--- src/rtl/sifive_insight_counter_pkg.sv ---
// Shared types for the hart 0 Insight counter controller: cfg field decode,
// CTRL register bit positions and the cfg handshake FSM states.
package sifive_insight_counter_pkg;

    typedef enum logic [1:0] {
        EVSEL = 2'd0,
        COUNT = 2'd1,
        CTRL  = 2'd2,
        RSVD  = 2'd3
    } field_e;

    localparam int CTRL_EN     = 0;
    localparam int CTRL_OVF_IE = 1;
    localparam int CTRL_OVF    = 2;

    typedef enum logic {
        IDLE = 1'b0,
        RESP = 1'b1
    } fsm_e;

    function automatic logic [31:0] ctrl_word(input logic en, input logic ovf_ie, input logic ovf);
        logic [31:0] w;
        w              = '0;
        w[CTRL_EN]     = en;
        w[CTRL_OVF_IE] = ovf_ie;
        w[CTRL_OVF]    = ovf;
        return w;
    endfunction

endpackage

--- src/rtl/sifive_insight_counter_chan.sv ---
// One Insight counter channel: event selection, registered hit strobe, count,
// and the overflow flag with wrap-beats-clear and write-beats-increment priority.
module sifive_insight_counter_chan
    import sifive_insight_counter_pkg::*;
#(
    parameter int CNT_W = 32
) (
    input  logic             clock,
    input  logic             reset,
    input  logic [31:0]      events,
    input  logic             freeze,
    input  logic             wr_evsel,
    input  logic             wr_count,
    input  logic             wr_ctrl,
    input  logic [31:0]      wdata,
    output logic [31:0]      event_sel,
    output logic [CNT_W-1:0] count,
    output logic             en,
    output logic             ovf_ie,
    output logic             ovf,
    output logic             inc
);

    logic hit;
    logic wrap;

    assign hit  = en & ~freeze & (|(events & event_sel));
    // A count write in the same cycle swallows the increment, so it cannot wrap.
    assign wrap = inc & ~wr_count & (&count);

    always_ff @(posedge clock) begin
        if (reset) begin
            event_sel <= '0;
            count     <= '0;
            en        <= 1'b0;
            ovf_ie    <= 1'b0;
            ovf       <= 1'b0;
            inc       <= 1'b0;
        end else begin
            inc <= hit;
            if (wr_evsel) begin
                event_sel <= wdata;
            end
            if (wr_count) begin
                count <= wdata[CNT_W-1:0];
            end else if (inc) begin
                count <= count + CNT_W'(1);
            end
            if (wr_ctrl) begin
                en     <= wdata[CTRL_EN];
                ovf_ie <= wdata[CTRL_OVF_IE];
            end
            if (wrap) begin
                ovf <= 1'b1;
            end else if (wr_ctrl && wdata[CTRL_OVF]) begin
                ovf <= 1'b0;
            end
        end
    end

endmodule

--- src/rtl/sifive_insight_hart_0_counter_ctrl.sv ---
// Hart 0 Insight counter controller: cfg request/response FSM, address decode,
// read mux and interrupt reduction over NUM_CNT counter channels.
module sifive_insight_hart_0_counter_ctrl
    import sifive_insight_counter_pkg::*;
#(
    parameter int NUM_CNT = 4,
    parameter int CNT_W   = 32
) (
    input  logic                  clock,
    input  logic                  reset,
    input  logic [31:0]           events,
    input  logic                  freeze,
    input  logic                  cfg_valid,
    output logic                  cfg_ready,
    input  logic                  cfg_write,
    input  logic [4:0]            cfg_addr,
    input  logic [31:0]           cfg_wdata,
    output logic                  rsp_valid,
    input  logic                  rsp_ready,
    output logic [31:0]           rsp_rdata,
    output logic                  rsp_err,
    output logic [NUM_CNT*32-1:0] cnt_event_sel,
    output logic [NUM_CNT-1:0]    cnt_inc,
    output logic                  irq,
    output fsm_e                  dbg_state
);

    // Handshake: a request transfers on a cycle with cfg_valid & cfg_ready; its
    // response is presented with rsp_valid, held stable, and retires on rsp_valid & rsp_ready.
    fsm_e                state;
    fsm_e                state_nxt;
    logic                accept;
    logic [2:0]          idx;
    field_e              field;
    logic                bad;
    logic [31:0]         rd_val;
    logic [NUM_CNT-1:0]  wr_ch;
    logic [CNT_W-1:0]    ch_count [NUM_CNT];
    logic [NUM_CNT-1:0]  ch_en;
    logic [NUM_CNT-1:0]  ch_ie;
    logic [NUM_CNT-1:0]  ch_ovf;

    assign idx       = cfg_addr[4:2];
    assign field     = field_e'(cfg_addr[1:0]);
    assign bad       = (field == RSVD) || (int'(idx) >= NUM_CNT);
    assign accept    = cfg_valid & cfg_ready;
    assign dbg_state = state;

    always_comb begin
        state_nxt = state;
        cfg_ready = 1'b0;
        rsp_valid = 1'b0;
        case (state)
            IDLE: begin
                cfg_ready = 1'b1;
                if (cfg_valid) state_nxt = RESP;
            end
            RESP: begin
                rsp_valid = 1'b1;
                if (rsp_ready) state_nxt = IDLE;
            end
            default: state_nxt = IDLE;
        endcase
    end

    always_ff @(posedge clock) begin
        if (reset) begin
            state <= IDLE;
        end else begin
            state <= state_nxt;
        end
    end

    always_comb begin
        wr_ch  = '0;
        rd_val = '0;
        for (int i = 0; i < NUM_CNT; i++) begin
            if (idx == 3'(i)) begin
                wr_ch[i] = accept & cfg_write & ~bad;
                case (field)
                    EVSEL:   rd_val = cnt_event_sel[i*32 +: 32];
                    COUNT:   rd_val = 32'(ch_count[i]);
                    CTRL:    rd_val = ctrl_word(ch_en[i], ch_ie[i], ch_ovf[i]);
                    default: rd_val = '0;
                endcase
            end
        end
    end

    // Response payload is captured at accept and held for the whole RESP phase.
    always_ff @(posedge clock) begin
        if (reset) begin
            rsp_rdata <= '0;
            rsp_err   <= 1'b0;
            irq       <= 1'b0;
        end else begin
            if (accept) begin
                rsp_rdata <= (cfg_write || bad) ? 32'h0 : rd_val;
                rsp_err   <= bad;
            end
            irq <= |(ch_ovf & ch_ie);
        end
    end

    for (genvar g = 0; g < NUM_CNT; g++) begin : g_chan
        sifive_insight_counter_chan #(.CNT_W(CNT_W)) u_chan (
            .clock     (clock),
            .reset     (reset),
            .events    (events),
            .freeze    (freeze),
            .wr_evsel  (wr_ch[g] && (field == EVSEL)),
            .wr_count  (wr_ch[g] && (field == COUNT)),
            .wr_ctrl   (wr_ch[g] && (field == CTRL)),
            .wdata     (cfg_wdata),
            .event_sel (cnt_event_sel[g*32 +: 32]),
            .count     (ch_count[g]),
            .en        (ch_en[g]),
            .ovf_ie    (ch_ie[g]),
            .ovf       (ch_ovf[g]),
            .inc       (cnt_inc[g])
        );
    end

endmodule

--- config.mk ---
export PLATFORM = sky130hd
export DESIGN_NAME = sifive_insight_hart_0_counter_ctrl
export DESIGN_NICKNAME = d
export VERILOG_FILES = /design/src/rtl/sifive_insight_counter_pkg.sv /design/src/rtl/sifive_insight_counter_chan.sv /design/src/rtl/sifive_insight_hart_0_counter_ctrl.sv
export SDC_FILE = /design/constraint.sdc
export NUM_CORES = 1
export LEC_CHECK = 0
export CORE_UTILIZATION = 45
export CTS_CLUSTER_DIAMETER = 200
export CTS_CLUSTER_SIZE = 16
export DETAILED_ROUTE_END_ITERATION = 7
export GPL_ROUTABILITY_DRIVEN = 1
export HOLD_SLACK_MARGIN = 0.06
export PLACE_DENSITY = 0.68
export SLEW_MARGIN = 10
export SYNTH_ARGS = -nofsm -noshare
export SYNTH_HDL_FRONTEND = slang
export SYNTH_SLANG_ARGS = --single-unit
export TNS_END_PERCENT = 1
--- constraint.sdc ---
create_clock -name clock -period 2.16 [get_ports clock]
set_input_delay 0.432 -clock clock [delete_from_list [all_inputs] [get_ports clock]]
set_output_delay 0.432 -clock clock [all_outputs]
set_load 0.01 [all_outputs]
# --- After elaboration in Yosys (flattened, before gate mapping) ---
# Index checks and enable logic that the tools add are counted.
classes:
  shifts: 0
  mux: 34
  n_lt_le_gt_ge: 1
  multipliers: 0
  n_reduce_logical: 37
  div_mod_pow: 0
  bitwise: 31
  add_sub_neg: 4
  eq_ne: 6
ops:
  columns: ["operator", "n"]
  rows:
  - ["32-bit 2-to-1 mux", 13]
  - ["32-bit case mux with 3 select lines", 4]
  - ["32-bit by 1-bit adder with 32-bit output, second input constant", 4]
  - ["32-bit bitwise AND", 4]
  - ["32-bit AND reduction", 4]
  - ["32-bit OR reduction", 4]
  - ["1-bit bitwise AND", 19]
  - ["1-bit logical AND", 16]
  - ["1-bit 2-to-1 mux", 16]
  - ["2-bit nonzero test", 8]
  - ["1-bit inverter", 7]
  - ["3-bit by 2-bit equality test with 1-bit output, second input constant", 2]
  - ["4-bit bitwise AND", 1]
  - ["2-bit equality test, second input constant", 2]
  - ["4-bit OR reduction", 1]
  - ["3-bit by 1-bit equality test with 1-bit output, second input constant", 1]
  - ["3-bit >= comparator, second input constant", 1]
  - ["3-bit logical NOT", 1]
  - ["2-bit by 1-bit equality test with 1-bit output, second input constant", 1]
  - ["2-bit logical NOT", 1]
  - ["1-bit logical OR", 2]
  - ["1-bit case mux with 2 select lines", 1]
totals:
  inputBits: 75
  reg_bits: 307
  memories: 0
  romBits: 0
  mem_bits_rw: 0
  latchBits: 0
  word_cells: 141
  output_inout_bits: 169

# --- Longest topological paths before layout ---
logic_depth:
  depth_word: 10
  ltp_mapped: 9
  depth_no_buf: 6

# --- Cells and area by module ---
# Synthesis repeated with hierarchy kept, for this count alone.
hier_totals:
  hier_cells: 1897
  area_unflattened_um2: 16713.5
modules_own_cells:
  columns: ["module", "instances", "area_per_inst_um2", "seq_area_each_um2", "cells_each"]
  rows:
  - ["sifive_insight_counter_chan", 4, 3353.2, 1361.3, 384]
  - ["sifive_insight_hart_0_counter_ctrl", 1, 3300.7, 700.7, 361]

# --- Worst setup path before layout ---
# No wires, ideal clock.
synth_path:
  kind: "input-to-reg"
  startpoint: "input port cfg_addr[4]"
  endpoint: "register rsp_rdata[20]"
  slack_ps: 160
  setup_time_ps: 128
  required_ps: 2032
  t_arrival_ps: 1871
  n_path_buf: 4
  path_stages: 9
  cell_sequence: "clkbuf_1 > nor2b_1 > clkbuf_1 > nand2_1 > clkbuf_1 > buf_1 > nor2_1 > nor3_1 > o21ai_0"
synth_between:
  elab_chain_len: 6
  elab_cells_between_ends: 12
  classes_between: "1 x order compare; 3 x eq/ne; 5 x mux; 3 x reduce/logical"
synth_lines:
  columns: ["element", "line_no", "rtl"]
  rows:
  - ["start: declaration", "sifive_insight_hart_0_counter_ctrl.sv:16", "input logic [4:0] cfg_addr,"]
  - ["3-bit logical NOT", "sifive_insight_hart_0_counter_ctrl.sv:78", "if (idx == 3'(i)) begin"]
  - ["32-bit 2-to-1 mux (4 in a row)", "sifive_insight_hart_0_counter_ctrl.sv:78", null]
  - ["32-bit 2-to-1 mux (*)", "sifive_insight_hart_0_counter_ctrl.sv:98", "rsp_rdata <= (cfg_write || bad) ? 32'h0 : rd_val;"]
  - ["end signal: assignment", "sifive_insight_hart_0_counter_ctrl.sv:98", null]
  - ["end: declaration", "sifive_insight_hart_0_counter_ctrl.sv:20", "output logic [31:0] rsp_rdata,"]
# Every way passes the cells marked *; elsewhere a longest branch is shown, timed or not.
# A chain may end at the register's enable or synchronous reset.

# --- Worst setup path after layout ---
layout_path:
  startpoint: "register g_chan[3].u_chan.event_sel[18]"
  endpoint: "output port cnt_event_sel[114]"
layout_rtl:
  columns: ["element", "line_no", "rtl"]
  rows:
  - ["start: declaration", "sifive_insight_counter_chan.sv:16", "output logic [31:0] event_sel,"]
  - ["start signal: assignment", "sifive_insight_counter_chan.sv:42", "event_sel <= wdata;"]
  - ["end: declaration", "sifive_insight_hart_0_counter_ctrl.sv:22", "output logic [NUM_CNT*32-1:0] cnt_event_sel,"]
# No word-level cell between the ends.

==> results.md <==
* Initial DRC Count at ~1800
* # rows at 68
* # Max-Cap Violations at 0
* Chip width at ~190 um
* Min-delay worst type: input pin to flop
* Max-slew violations at 0
* Crit-path slowest cell: clkdlybuf4s50_1
* Hold_ws at 0.367 ns
* Layout cell share with drive strength beyond 1 at 0.101
* Die area at ~36000 um2
* Post-layout util at 0.592
* Fin Clk Skew at about 0.033 ns
* Vias/cell at 6.16
* Peak supply drop at roughly 0.52 mV
* Largest net degree at the start of global routing at 94
* Core Region at between 30000 and 40000 um2
* Sequential share of power at 0.533
* Yosys cell types at 60
* Status: finished clean
* Switch Pwr at ~2800 uW
* CTS Hold Buffers Added at 0
* Min cycle time layout at around 2.2 ns
* RSZ-0062 raised after global routing: yes
* Post-synthesis mux area share at 0.0889
* Post-Synthesis Net Count at ~2100
* Final Power at between 10000 and 15000 uW
* Simple-Gate Fraction of Synth Area at 0.235
* Nets at between 2000 and 2500
* Number of enable flip-flop cells after synthesis at 0
* CTS HTree Levels at 1
* Clk buf depth at 3
* Worst-Skew Late Latency at 0.57 ns
* CP Launch Type: flop
* Comb pwr share at 0.090
* Main combinational cell family by area after synthesis: simple AND/OR/NAND/NOR gates
* Max Fclk at approximately 470 MHz
* Starting Density at 0.460
* Cell Chain, Critical Path: clkdlybuf4s50_1
* DRT antenna net count at 0
* Via count at approximately 17000
* Synth Flop Type: dfxtp_1
* Crit-path max cell delay at 0.61 ns
* DRC violations left at 0
* Area Growth Syn to Fin at 28.8%
* TritonCTS Buffers at 23
* Clock power frac at 0.377
* Worst setup EP type: primary output
* P per Cell Area at ~520 nW/um2
* Final HPWL DP at 54900 um
* Post-synthesis compound-gate area fraction at 0.173
* Root Buffer: clkbuf_16
* Final WS setup at 0.00949 ns
* Critical setup path kind: flop to primary output
* Final Hold Fails at 0
* Switch share at 0.258
* Cell area after synthesis at between 15000 and 20000 um2
* Post-Route WL at slightly above 70000 um
* Routed length per instance at roughly 26 um
* Int Pwr at between 7000 and 8000 uW
* DR pass1 iterations at 5
* Ys Warns at 0
* Slew margin rel. at 0.582
* Async set-reset flop share out of synthesis at 0
* Cells after Synth at 2008
* Critical Path AT at 1.72 ns
* Clock-pin slew on the worst setup and hold paths at ~0.08 ns
* IO buf count at around 240
* ANT cells at 0
* CP required at about 1.7 ns
* Final GP Congestion at just over 1
* Syn Area/Cell at 7.97 um2
* Die H at ~190 um
* Vias in the first global route at between 15000 and 20000
* Total leakage power at just over 0.007 uW
* Total congestion overflow at 0
* # fillers at 3140
* Crit-path max FO at 4
* Post-Synth Adder-Cell Area at 0.00313
* Seq/Total Area, Yosys at 0.384
* Critical path buffer and inverter count at 1
* Worst path top cell family by delay: buffers and inverters
* Dpl ws at -0.206 ns
* Final-report setup violation count at 0
* Post_cts resized at 3
* Crit share post-route at 0.996
* Worst-Margin Slew at between 0.6 and 0.7 ns
* Post CTS Setup Buffer Count at 0
* Clock sink total at 307
* Yosys reg bits at between 300 and 400
* CTS tree: done
* Ports at between 200 and 250
* First-pass GRT wire length at 104000 um
* Xor/xnor share of the synthesized area at 0.0656
* Initial antenna violation count at 0
* GRT Util Overall at 0.390
==> placed cells by master (no fill, tap or decap), types with 3 or more instances in the layout <==
cell,instances
a211oi_1,127
a21oi_1,139
a221oi_1,16
a22o_1,17
a22oi_1,34
a31oi_1,4
and2_1,8
and3_1,25
and4_1,10
buf_12,30
buf_4,145
clkbuf_16,23
clkdlybuf4s50_1,241
dfxtp_1,302
dfxtp_2,5
ha_1,4
inv_1,16
mux2i_1,141
nand2_1,343
nand3_1,58
nand3_2,5
nand4_1,60
nor2_1,218
nor2b_1,10
nor3_1,49
nor4_1,4
nor4_2,6
nor4_4,3
o211ai_1,3
o21ai_0,35
o22ai_1,34
o311a_1,4
o41ai_1,3
xnor2_1,37
xor2_1,83
==> power by group through the flow <==
stage | Clock (uW) | Sequential (uW) | Combinational [uW]
global route | 4250 | 5720 | 984
detailed placement | 0 | 5850 | 937
floorplan | 0 | 5840 | 385
finish | 4050 | 5720 | 966
global placement | 0 | 5850 | 938
CTS | 4080 | 5720 | 941
==> routing by layer <==
layer  vias up  GRT usage  wire, um
met5         -          0         0
met4         0      0.255      5370
met3       238     0.0486      5880
met2       951      0.613     32200
met1      8003      0.504     28500
li1       7637          -         -
==> sequential cells by signal (all words and copies together) (netlist names) <==
register,flops
g_chan.u_chan.count,128
g_chan.u_chan.event_sel,128
rsp_rdata,32
g_chan.u_chan.en,4
g_chan.u_chan.inc,4
g_chan.u_chan.ovf,4
g_chan.u_chan.ovf_ie,4
dbg_state,1
irq,1
rsp_err,1
==> worst reg2reg max path, stage by stage, from the launching register on <==
cell	delay, ns
dfxtp_1	0.45
nand4_1	0.34
nor4_4	0.36
buf_4	0.25
nand2_1	0.14
xor2_1	0.17
a211oi_1	0.25
==> final timing paths <==
check	start	to	slack, ns	cells past startpoint
worst max-delay path	g_chan[3].u_chan.event_sel[18]	cnt_event_sel[114]	0.009	1
worst min-delay path	cfg_addr[0]	rsp_err	0.37	3
worst max register to register	g_chan[3].u_chan.count[3]	g_chan[3].u_chan.count[23]	0.11	6
worst min register to register	rsp_rdata[11]	rsp_rdata[11]	0.46	2
==> final cells by class <==
type                            instances  area, um2  area share
Timing Repair Buffer                  419       4140       0.201
Clock buffer                           23        576      0.0279
Sequential cell                       307       6150       0.298
Tap cell                              455        569      0.0276
Multi-Input combinational cell       1512       9100       0.441
Clock inverter                          2       25.0     0.00121
Inverter                               16       60.1     0.00291
==> Yosys cell counts (3+ instances only) <==
master | instances | area (um2)
ha_1 | 4 | 50.1
and2_1 | 7 | 43.8
dfxtp_1 | 307 | 6150
clkbuf_1 | 117 | 439
nand2_1 | 343 | 1290
buf_2 | 17 | 85.1
nor4_4 | 3 | 63.8
a22oi_1 | 34 | 255
o22ai_1 | 34 | 213
buf_4 | 13 | 97.6
nand4_1 | 60 | 375
nor2b_1 | 10 | 62.6
a221oi_1 | 16 | 140
buf_1 | 8 | 30.0
mux2i_1 | 141 | 1410
nor4_2 | 4 | 50.1
nor2_1 | 219 | 822
o211ai_1 | 3 | 22.5
a22o_1 | 17 | 149
clkbuf_2 | 18 | 90.1
nand3_1 | 62 | 310
o311a_1 | 4 | 40.0
and4_1 | 10 | 87.6
a31oi_1 | 4 | 25.0
o41ai_1 | 3 | 26.3
nor4_1 | 6 | 37.5
o21ai_0 | 35 | 175
a21oi_1 | 139 | 696
and3_1 | 25 | 156
inv_1 | 16 | 60.1
a211oi_1 | 127 | 953
xnor2_1 | 37 | 324
xor2_1 | 83 | 727
nor3_1 | 49 | 245
==> through the flow <==
step,cell area [um2],instances,TNS (ns)
2_1_floorplan,16000,2008,0
3_3_place_gp,20000,2709,-12.52
3_5_place_dp,20000,2709,-15.83
4_1_cts,20600,2734,0
5_1_grt,20600,2734,-0.00489
6_report,20600,2734,0
==> cell families (layout without fill, tap and decap cells) <==
kind of cell               after synthesis  count (layout)
AOI/OAI and AO/OA                      425             425
xor gates and xnor gates               120             120
adders and majority gates                4               4
buffers and inverters                  189             460
DFF                                    307             307
muxes                                  142             142
and+or+nand+nor                        821             821
(Power assumes the default switching activity.)
